<file path="src/rtl/avst_pkg.sv">
// Shared Avalon-ST constants and helpers for the byte-stream to wide-bus path.
// Pure declarations; no logic, no latency, no flow control.
package avst_pkg;

   localparam int AVST_BYTE_W    = 8;
   localparam int AVST_DEF_BYTES = 4;

   // Width of an empty-lane count for a word of 'bytes' lanes.
   function automatic int avst_empty_w(input int bytes);
      return (bytes < 2) ? 1 : $clog2(bytes);
   endfunction

endpackage

</file>
<file path="src/rtl/avst_byte_packer.sv">
// Packs an 8-bit Avalon-ST stream into BYTES-wide words; completing byte appears on the output one edge after acceptance.
// One extra word is parked in the accumulator under backpressure; ready_in is registered and drops only when that slot is taken.
module avst_byte_packer
   import avst_pkg::*;
#(
   parameter int BYTES = AVST_DEF_BYTES,
   parameter int EW    = avst_empty_w(BYTES)
) (
   input  logic                         clk,
   input  logic                         reset_n,
   input  logic [AVST_BYTE_W-1:0]       data_in,
   input  logic                         end_in,
   input  logic                         valid_in,
   output logic                         ready_in,
   output logic [AVST_BYTE_W*BYTES-1:0] data_out,
   output logic [EW-1:0]                empty_out,
   output logic                         end_out,
   output logic                         valid_out,
   input  logic                         ready_out
);

   typedef logic [BYTES-1:0][AVST_BYTE_W-1:0] word_t;

   localparam logic [EW-1:0] LANE_LAST = EW'(BYTES - 1);

   word_t         acc;
   logic [EW-1:0] lane;
   logic          acc_full;
   logic [EW-1:0] acc_empty;
   logic          acc_end;

   logic          accept;
   logic          drain;
   logic          complete;
   word_t         word;
   logic [EW-1:0] word_empty;

   // Bytes already collected plus the incoming one; lanes above it are zero.
   always_comb begin
      accept     = valid_in && ready_in;
      drain      = !valid_out || ready_out;
      complete   = accept && (end_in || (lane == LANE_LAST));
      word       = '0;
      word_empty = '0;
      for (int i = 0; i < BYTES; i++) begin
         if (i < int'(lane))
            word[i] = acc[i];
         else if (i == int'(lane))
            word[i] = data_in;
      end
      if (end_in)
         word_empty = LANE_LAST - lane;
   end

   always_ff @(posedge clk or negedge reset_n) begin
      if (!reset_n) begin
         acc       <= '0;
         lane      <= '0;
         acc_full  <= 1'b0;
         acc_empty <= '0;
         acc_end   <= 1'b0;
         data_out  <= '0;
         empty_out <= '0;
         end_out   <= 1'b0;
         valid_out <= 1'b0;
         ready_in  <= 1'b0;
      end else if (acc_full) begin
         // Parked word leaves as soon as the output slot frees up.
         if (drain) begin
            data_out  <= acc;
            empty_out <= acc_empty;
            end_out   <= acc_end;
            valid_out <= 1'b1;
            acc_full  <= 1'b0;
            lane      <= '0;
            ready_in  <= 1'b1;
         end else begin
            ready_in  <= 1'b0;
         end
      end else if (complete) begin
         lane <= '0;
         if (drain) begin
            data_out  <= word;
            empty_out <= word_empty;
            end_out   <= end_in;
            valid_out <= 1'b1;
            ready_in  <= 1'b1;
         end else begin
            acc       <= word;
            acc_empty <= word_empty;
            acc_end   <= end_in;
            acc_full  <= 1'b1;
            ready_in  <= 1'b0;
         end
      end else begin
         if (accept) begin
            acc[lane] <= data_in;
            lane      <= lane + EW'(1);
         end
         if (ready_out)
            valid_out <= 1'b0;
         ready_in <= 1'b1;
      end
   end

endmodule

</file>
<file path="config.mk">
export PLATFORM = sky130hd
export DESIGN_NAME = avst_byte_packer
export DESIGN_NICKNAME = d
export VERILOG_FILES = /design/src/rtl/avst_pkg.sv /design/src/rtl/avst_byte_packer.sv
export SDC_FILE = /design/constraint.sdc
export NUM_CORES = 1
export LEC_CHECK = 0
export CORE_MARGIN = 2
export CORE_UTILIZATION = 38
export DETAILED_ROUTE_END_ITERATION = 10
export HOLD_SLACK_MARGIN = 0.1
export PLACE_DENSITY = 0.7
export SYNTH_ARGS = -nofsm -noshare
export SYNTH_HDL_FRONTEND = slang
export SYNTH_SLANG_ARGS = --single-unit
</file>
<file path="constraint.sdc">
create_clock -name clk -period 2.54 [get_ports clk]
set_clock_uncertainty 0.1 [all_clocks]
set_input_delay 0.635 -clock clk [delete_from_list [all_inputs] [get_ports clk]]
set_output_delay 0.635 -clock clk [all_outputs]
set_load 0.005 [all_outputs]
</file>
==> metrics.txt, run 1 <==
TritonCTS clock tree=built; number of H-tree levels=3; routed vias/inst=approximately 4.9; final setup violation count=0; FMAX=440 MHz; Clock Path Buffers=2; synth top area cells=dfrtp_1 56%, mux2_2 8.1%, mux2i_1 7.5%; total track usage=0.156; total wire length=6960 µm; gr ovfl total=0; Synth Net Count=307; area growth from synthesis to layout=28.5%; HPWL Detailed=4880 µm; CTS sink cnt=75; DP Area=4060 µm²; WP buf/inv=1; Critical Path RT=2.67 ns; most common cell in the netlist=dfrtp_1; synth warn=0; Final ANT Viol Nets=0; final hold slack=0.380 ns; Seq pwr share=0.439; Final Hold Vio Count=0; CP Launch Type=register; CP cell instances=ha_1 > or2_1 > nand2_4 > a221oi_4 > buf_4 > mux2_2; average wire per standard cell=roughly 15 µm; final period utilization=0.894; Worst IR Drop VDD=0.445 mV; Die Width=98.0 µm; Worst path max stage delay=0.51 ns; Die Span Y=98.0 µm; Post-CTS Setup Repair Bufs=0; starting density of the core=0.389; largest net degree at the start of global routing=74; fill count=804; crit path kind=reg2reg; CP max stage cell=dfrtp_1; Worst-path clk slew=about 0.070 ns; via count=2272; Mapped Avg Cell Area=approximately 12 µm²; unrepaired setup endpoints after global routing=no; crit path DAT=approximately 2.4 ns; share of cells above drive strength 1=0.170; cts bufs inserted=9; PostCTS Resize Cnt=0; Logic pwr share=0.284; Final #Nets=365; initial antenna violation count=0; area share of the largest cell type after synthesis=0.559; Post-synth ARST share=1.00; Reg area=~1900 µm²; LEAKAGE=0.00200 µW; Rows=34; drt drc=0; Ant. Diodes=0; power density over the cells=915 nW/µm²; CP max FO=8; CP endpoint kind=register; count of different cell masters after synthesis=34; critical path's top delay family=flip-flops; P_sw=1100 µW; relative slew slack=0.622; post-route cell area=4310 µm²; vias in the first global route=2250; Post-synth EDFFs=0; switching share of power=0.279; clock power share=0.277; #FFs+latches synth=75; global-route wire length before repair=11700 µm; post-synth top area cell=dfrtp_1; Die ar.=9600 µm²; outcome=complete, no violations; max_cap viols=0; Clk Latency, worst-skew pair=0.35 ns; synthesized area=3360 µm²; Most used DFF post-synth=dfrtp_1; Root Driver=clkbuf_8; drt initial violations=about 90; Worst Tran Pin Value=0.566 ns; Tmin final=between 2 and 2.5 ns; max-slew violation count=0; CORE AREA=8640 µm²; DRT Pass-1 Iters=4; Worst Hold Class=reg2reg; Post-synth top cells=75 x dfrtp_1, 43 x nand2_1, 38 x o21ai_0, 25 x mux2i_1, 24 x mux2_2; Mapped Cells=289; post-synthesis sequential area ratio=0.559; hold bufs inserted after CTS=1; gpl congestion=0.879; PortBufs=between 40 and 50; Int Pwr=2840 µW; I/O pin count=50; area of the multi-input gates=1410 µm²
[placed cells by master, fill, tap and decap left out, types with 3 or more instances in the layout]
cell,count
ha_1,5
dfrtp_1,75
o21ai_0,38
buf_4,8
a22o_1,8
nor2_1,4
a22oi_1,7
inv_1,4
mux2_2,24
buf_12,4
and2_1,16
clkdlybuf4s50_1,48
nand2_1,43
mux2i_1,25
a21oi_1,3
bufinv_16,3
clkbuf_8,9
[cell type report]
cell class                 count  share of cell area
tap                          108              0.0313
sequential                    75               0.435
multi-input combinational    195               0.327
clock buffer                   9              0.0287
inverter                       4             0.00348
timing repair buffer          62               0.147
clock inverter                 7              0.0270
[registers in the layout, indices dropped and copies added, names as in the netlist]
register / flops
acc: 32
data_out: 32
acc_empty: 2
empty_out: 2
lane: 2
acc_end: 1
acc_full: 1
end_out: 1
ready_in: 1
valid_out: 1
[through the flow]
step	utilization	instances	TNS, ns	worst slack, ns	total power (µW)
after floorplan	-	289	0	0.444	2320
after detailed placement	0.470	443	-0.127	-0.0125	2890
after global placement	0.470	443	0	0.0145	2860
after global routing	0.499	460	0	0.130	4190
final	0.499	460	0	0.270	3950
after CTS	0.499	460	0	0.269	4000
[routing by layer]
metal,part of all wire,vias to the layer above,GRT usage
li1,-,1127,-
met1,0.49,1084,0.219
met2,0.45,46,0.227
met3,0.032,15,0.0315
met4,0.033,0,0.0855
met5,0,-,0
[power by group through the flow]
stage	clock (µW)	sequential, µW	combinational (µW)
final	1090	1730	1120
after global routing	1170	1780	1240
after CTS	1120	1740	1140
after detailed placement	0	1760	1140
after global placement	0	1740	1110
after floorplan	0	1730	596
[final timing paths]
| check | start | to | slack, ns | cells after the start |
|---|---|---|---|---|
| hold reg to reg | data_out[16]$_DFFE_PN0P_ | data_out[16]$_DFFE_PN0P_ | 0.38 | 2 |
| hold / removal | data_out[16]$_DFFE_PN0P_ | data_out[16]$_DFFE_PN0P_ | 0.38 | 2 |
| min in group asynchronous | reset_n | data_out[20]$_DFFE_PN0P_ | 0.52 | 2 |
| setup / recovery | lane[1]$_DFFE_PN0P_ | acc[20]$_DFFE_PN0P_ | 0.27 | 6 |
| max in group asynchronous | reset_n | acc[3]$_DFFE_PN0P_ | 1.26 | 3 |
| setup reg to reg | lane[1]$_DFFE_PN0P_ | acc[20]$_DFFE_PN0P_ | 0.27 | 6 |
[worst reg2reg max path: cells and delay by family, from the launching register on]
kind | cells | cell delay [ns]
compound gates | 1 | 0.22
simple gates | 2 | 0.45
mux | 1 | 0.35
buf+inv | 1 | 0.21
flops | 1 | 0.51
fa+ha+maj | 1 | 0.33
[kinds of logic after synthesis]
logic type	share of synthesized area
simple gates	0.110
flops	0.559
compound gates	0.130
mux	0.158
buf+inv	0.0242
fa+ha+maj	0.0186
(Power assumes the default switching activity.)
==> run 2, diff against run 1 <==
CORE_UTILIZATION = 29   (was 38)
CTS_CLUSTER_DIAMETER = 200   (was unset)
CTS_CLUSTER_SIZE = 8   (was unset)
PLACE_DENSITY = 0.59   (was 0.7)
==> run 2 against run 1 <==
Flip-flop and latch count is the same. Clock-buffer cell count rose by 4. Sequential power about the same. Clock power up 30%. Critical path depth unchanged. Die area grew 30%. Register-to-register slack worse by 0.04 ns. Worst hold slack got worse by 0.19 ns. Critical path type unchanged. Critical endpoint is now acc[9]$_DFFE_PN0P_.
==> metrics.txt, run 2 (synthesis results as in run 1) <==
outcome=complete, no violations (unchanged); gpl congestion=0.781 (was 0.879); Int Pwr=3140 µW (was 2840 µW); PortBufs=49 (unchanged); FMAX=433 MHz (was 440 MHz); DRT Pass-1 Iters=4 (unchanged); starting density of the core=0.295 (was 0.389); vias in the first global route=2386 (was 2250); max-slew violation count=0 (unchanged); I/O pin count=50 (unchanged); CP max FO=8 (unchanged); most frequent cells in the layout=75 x dfrtp_1, 48 x clkdlybuf4s50_1, 43 x nand2_1 (unchanged); power density over the cells=962 nW/µm² (was 915 nW/µm²); switching share of power=0.268 (was 0.279); Worst-path clk slew=0.06 ns (was 0.07 ns); CP max stage cell=dfrtp_1 (unchanged); CTS sink cnt=75 (unchanged); Pwr Total=4290 µW (was 3950 µW); hold bufs inserted after CTS=0 (was 1); Post-CTS Setup Repair Bufs=0 (unchanged); Root Driver=clkbuf_16 (was clkbuf_8); max_cap viols=0 (unchanged); global-route wire length before repair=12700 µm (was 11700 µm); crit path DAT=2.42 ns (was 2.40 ns); CP endpoint kind=register (unchanged); Die Width=112 µm (was 98.0 µm); TritonCTS clock tree=built (unchanged); area growth from synthesis to layout=33.0% (was 28.5%); gr ovfl total=0 (unchanged); crit path kind=reg2reg (unchanged); drt initial violations=127 (was 88); Clk Latency, worst-skew pair=0.33 ns (was 0.35 ns); final setup violation count=0 (unchanged); total wire length=7620 µm (was 6960 µm); PostCTS Resize Cnt=0 (unchanged); routed vias/inst=4.75 (was 4.94); Tmin final=2.31 ns (was 2.27 ns); Worst path max stage delay=0.53 ns (was 0.51 ns); Rows=39 (was 34); top flop regs=acc: 32 flops, data_out: 32 flops (unchanged); LEAKAGE=0.00205 µW (was 0.00200 µW); drt drc=0 (unchanged); HPWL Detailed=5420 µm (was 4880 µm); Clock Path Buffers=2 (unchanged); fill count=1145 (was 804); Die Span Y=112 µm (was 98.0 µm); unrepaired setup endpoints after global routing=no (unchanged); Post-Place Cells=480 (was 443); Worst Tran Pin Value=0.583 ns (was 0.566 ns); share of cells above drive strength 1=0.173 (was 0.170); Ant. Diodes=0 (unchanged); relative slew slack=0.611 (was 0.622); via count=2355 (was 2272); CP Launch Type=register (unchanged); Seq pwr share=0.404 (was 0.439); Final Hold Vio Count=0 (unchanged); Critical Path RT=2.65 ns (was 2.67 ns); Final ANT Viol Nets=0 (unchanged); Worst IR Drop VDD=0.451 mV (was 0.445 mV); P_sw=1150 µW (was 1100 µW); CP cell instances=ha_1 > or2_1 > nand2_4 > a221oi_4 > buf_12 > mux2_2 (was ha_1 > or2_1 > nand2_4 > a221oi_4 > buf_4 > mux2_2); initial antenna violation count=0 (unchanged); Final Non-Filler Cells=496 (was 460); number of H-tree levels=3 (unchanged); CORE AREA=11400 µm² (was 8640 µm²); Final #Nets=366 (was 365); Logic pwr share=0.264 (was 0.284); Worst Hold Class=in2async (was reg2reg); Die ar.=12400 µm² (was 9600 µm²); cts bufs inserted=9 (unchanged); final period utilization=0.908 (was 0.894); largest net degree at the start of global routing=41 (was 74); clock power share=0.331 (was 0.277); average wire per standard cell=15.4 µm (was 15.1 µm); total track usage=0.131 (was 0.156); commonest non-fill, non-tap cell in the layout=dfrtp_1 (unchanged)
-- run 2: area by class of cell --
class	instances	area (µm²)	share of cell area
Inverter	4	15.0	0.00337
Clock inverter	3	68.8	0.0154
Clock buffer	13	270	0.0606
Timing Repair Buffer	63	643	0.144
Multi-Input combinational cell	195	1410	0.316
Sequential cell	75	1880	0.421
Tap cell	143	179	0.0401
-- run 2: through the flow --
step | TNS (ns) | cell area, µm² | hold WS (ns) | worst slack (ns) | util
finish | 0 | 4460 | 0.189 | 0.232 | 0.392
floorplan | 0 | 3360 | 0.239 | 0.444 | -
global placement | -0.294 | 4120 | 0.363 | -0.0265 | 0.363
detailed placement | -0.948 | 4120 | 0.370 | -0.0814 | 0.363
global route | 0 | 4460 | 0.231 | 0.107 | 0.392
CTS | 0 | 4460 | 0.210 | 0.234 | 0.392
-- run 2: final timing paths --
path / slack, ns / cells past startpoint / startpoint / to
min in group clk: 0.37 / 2 / data_out[29]$_DFFE_PN0P_ / data_out[29]$_DFFE_PN0P_
worst min register to register: 0.37 / 2 / data_out[29]$_DFFE_PN0P_ / data_out[29]$_DFFE_PN0P_
worst min-delay path: 0.19 / 1 / reset_n / acc[11]$_DFFE_PN0P_
worst max-delay path: 0.23 / 6 / lane[1]$_DFFE_PN0P_ / acc[9]$_DFFE_PN0P_
worst max register to register: 0.23 / 6 / lane[1]$_DFFE_PN0P_ / acc[9]$_DFFE_PN0P_
max in group asynchronous: 1.56 / 2 / reset_n / data_out[14]$_DFFE_PN0P_
-- run 2: routing by layer --
metal	GRT usage	vias to the layer above	part of all wire	wire length, µm
met3	0.0261	12	0.041	309
met4	0.0568	0	0.014	110
met2	0.193	50	0.46	3490
met1	0.187	1165	0.49	3720
li1	-	1128	-	-
met5	0	-	0	0
-- run 2: critical path: cells and delay by family, from the launching register on --
kind / cells / cell delay (ns)
flip-flops: 1 / 0.53
AND/OR/NAND/NOR: 2 / 0.45
multiplexers: 1 / 0.33
adder cells (fa/ha/maj): 1 / 0.31
AO/OA/AOI/OAI: 1 / 0.29
buffers and inverters: 1 / 0.17
-- run 2: power groups by stage --
stage | logic, µW | clock network, µW | registers [µW]
floorplan | 596 | 0 | 1730
global route | 1250 | 1510 | 1790
CTS | 1160 | 1460 | 1740
finish | 1130 | 1420 | 1740
global placement | 1130 | 0 | 1750
detailed placement | 1150 | 0 | 1760
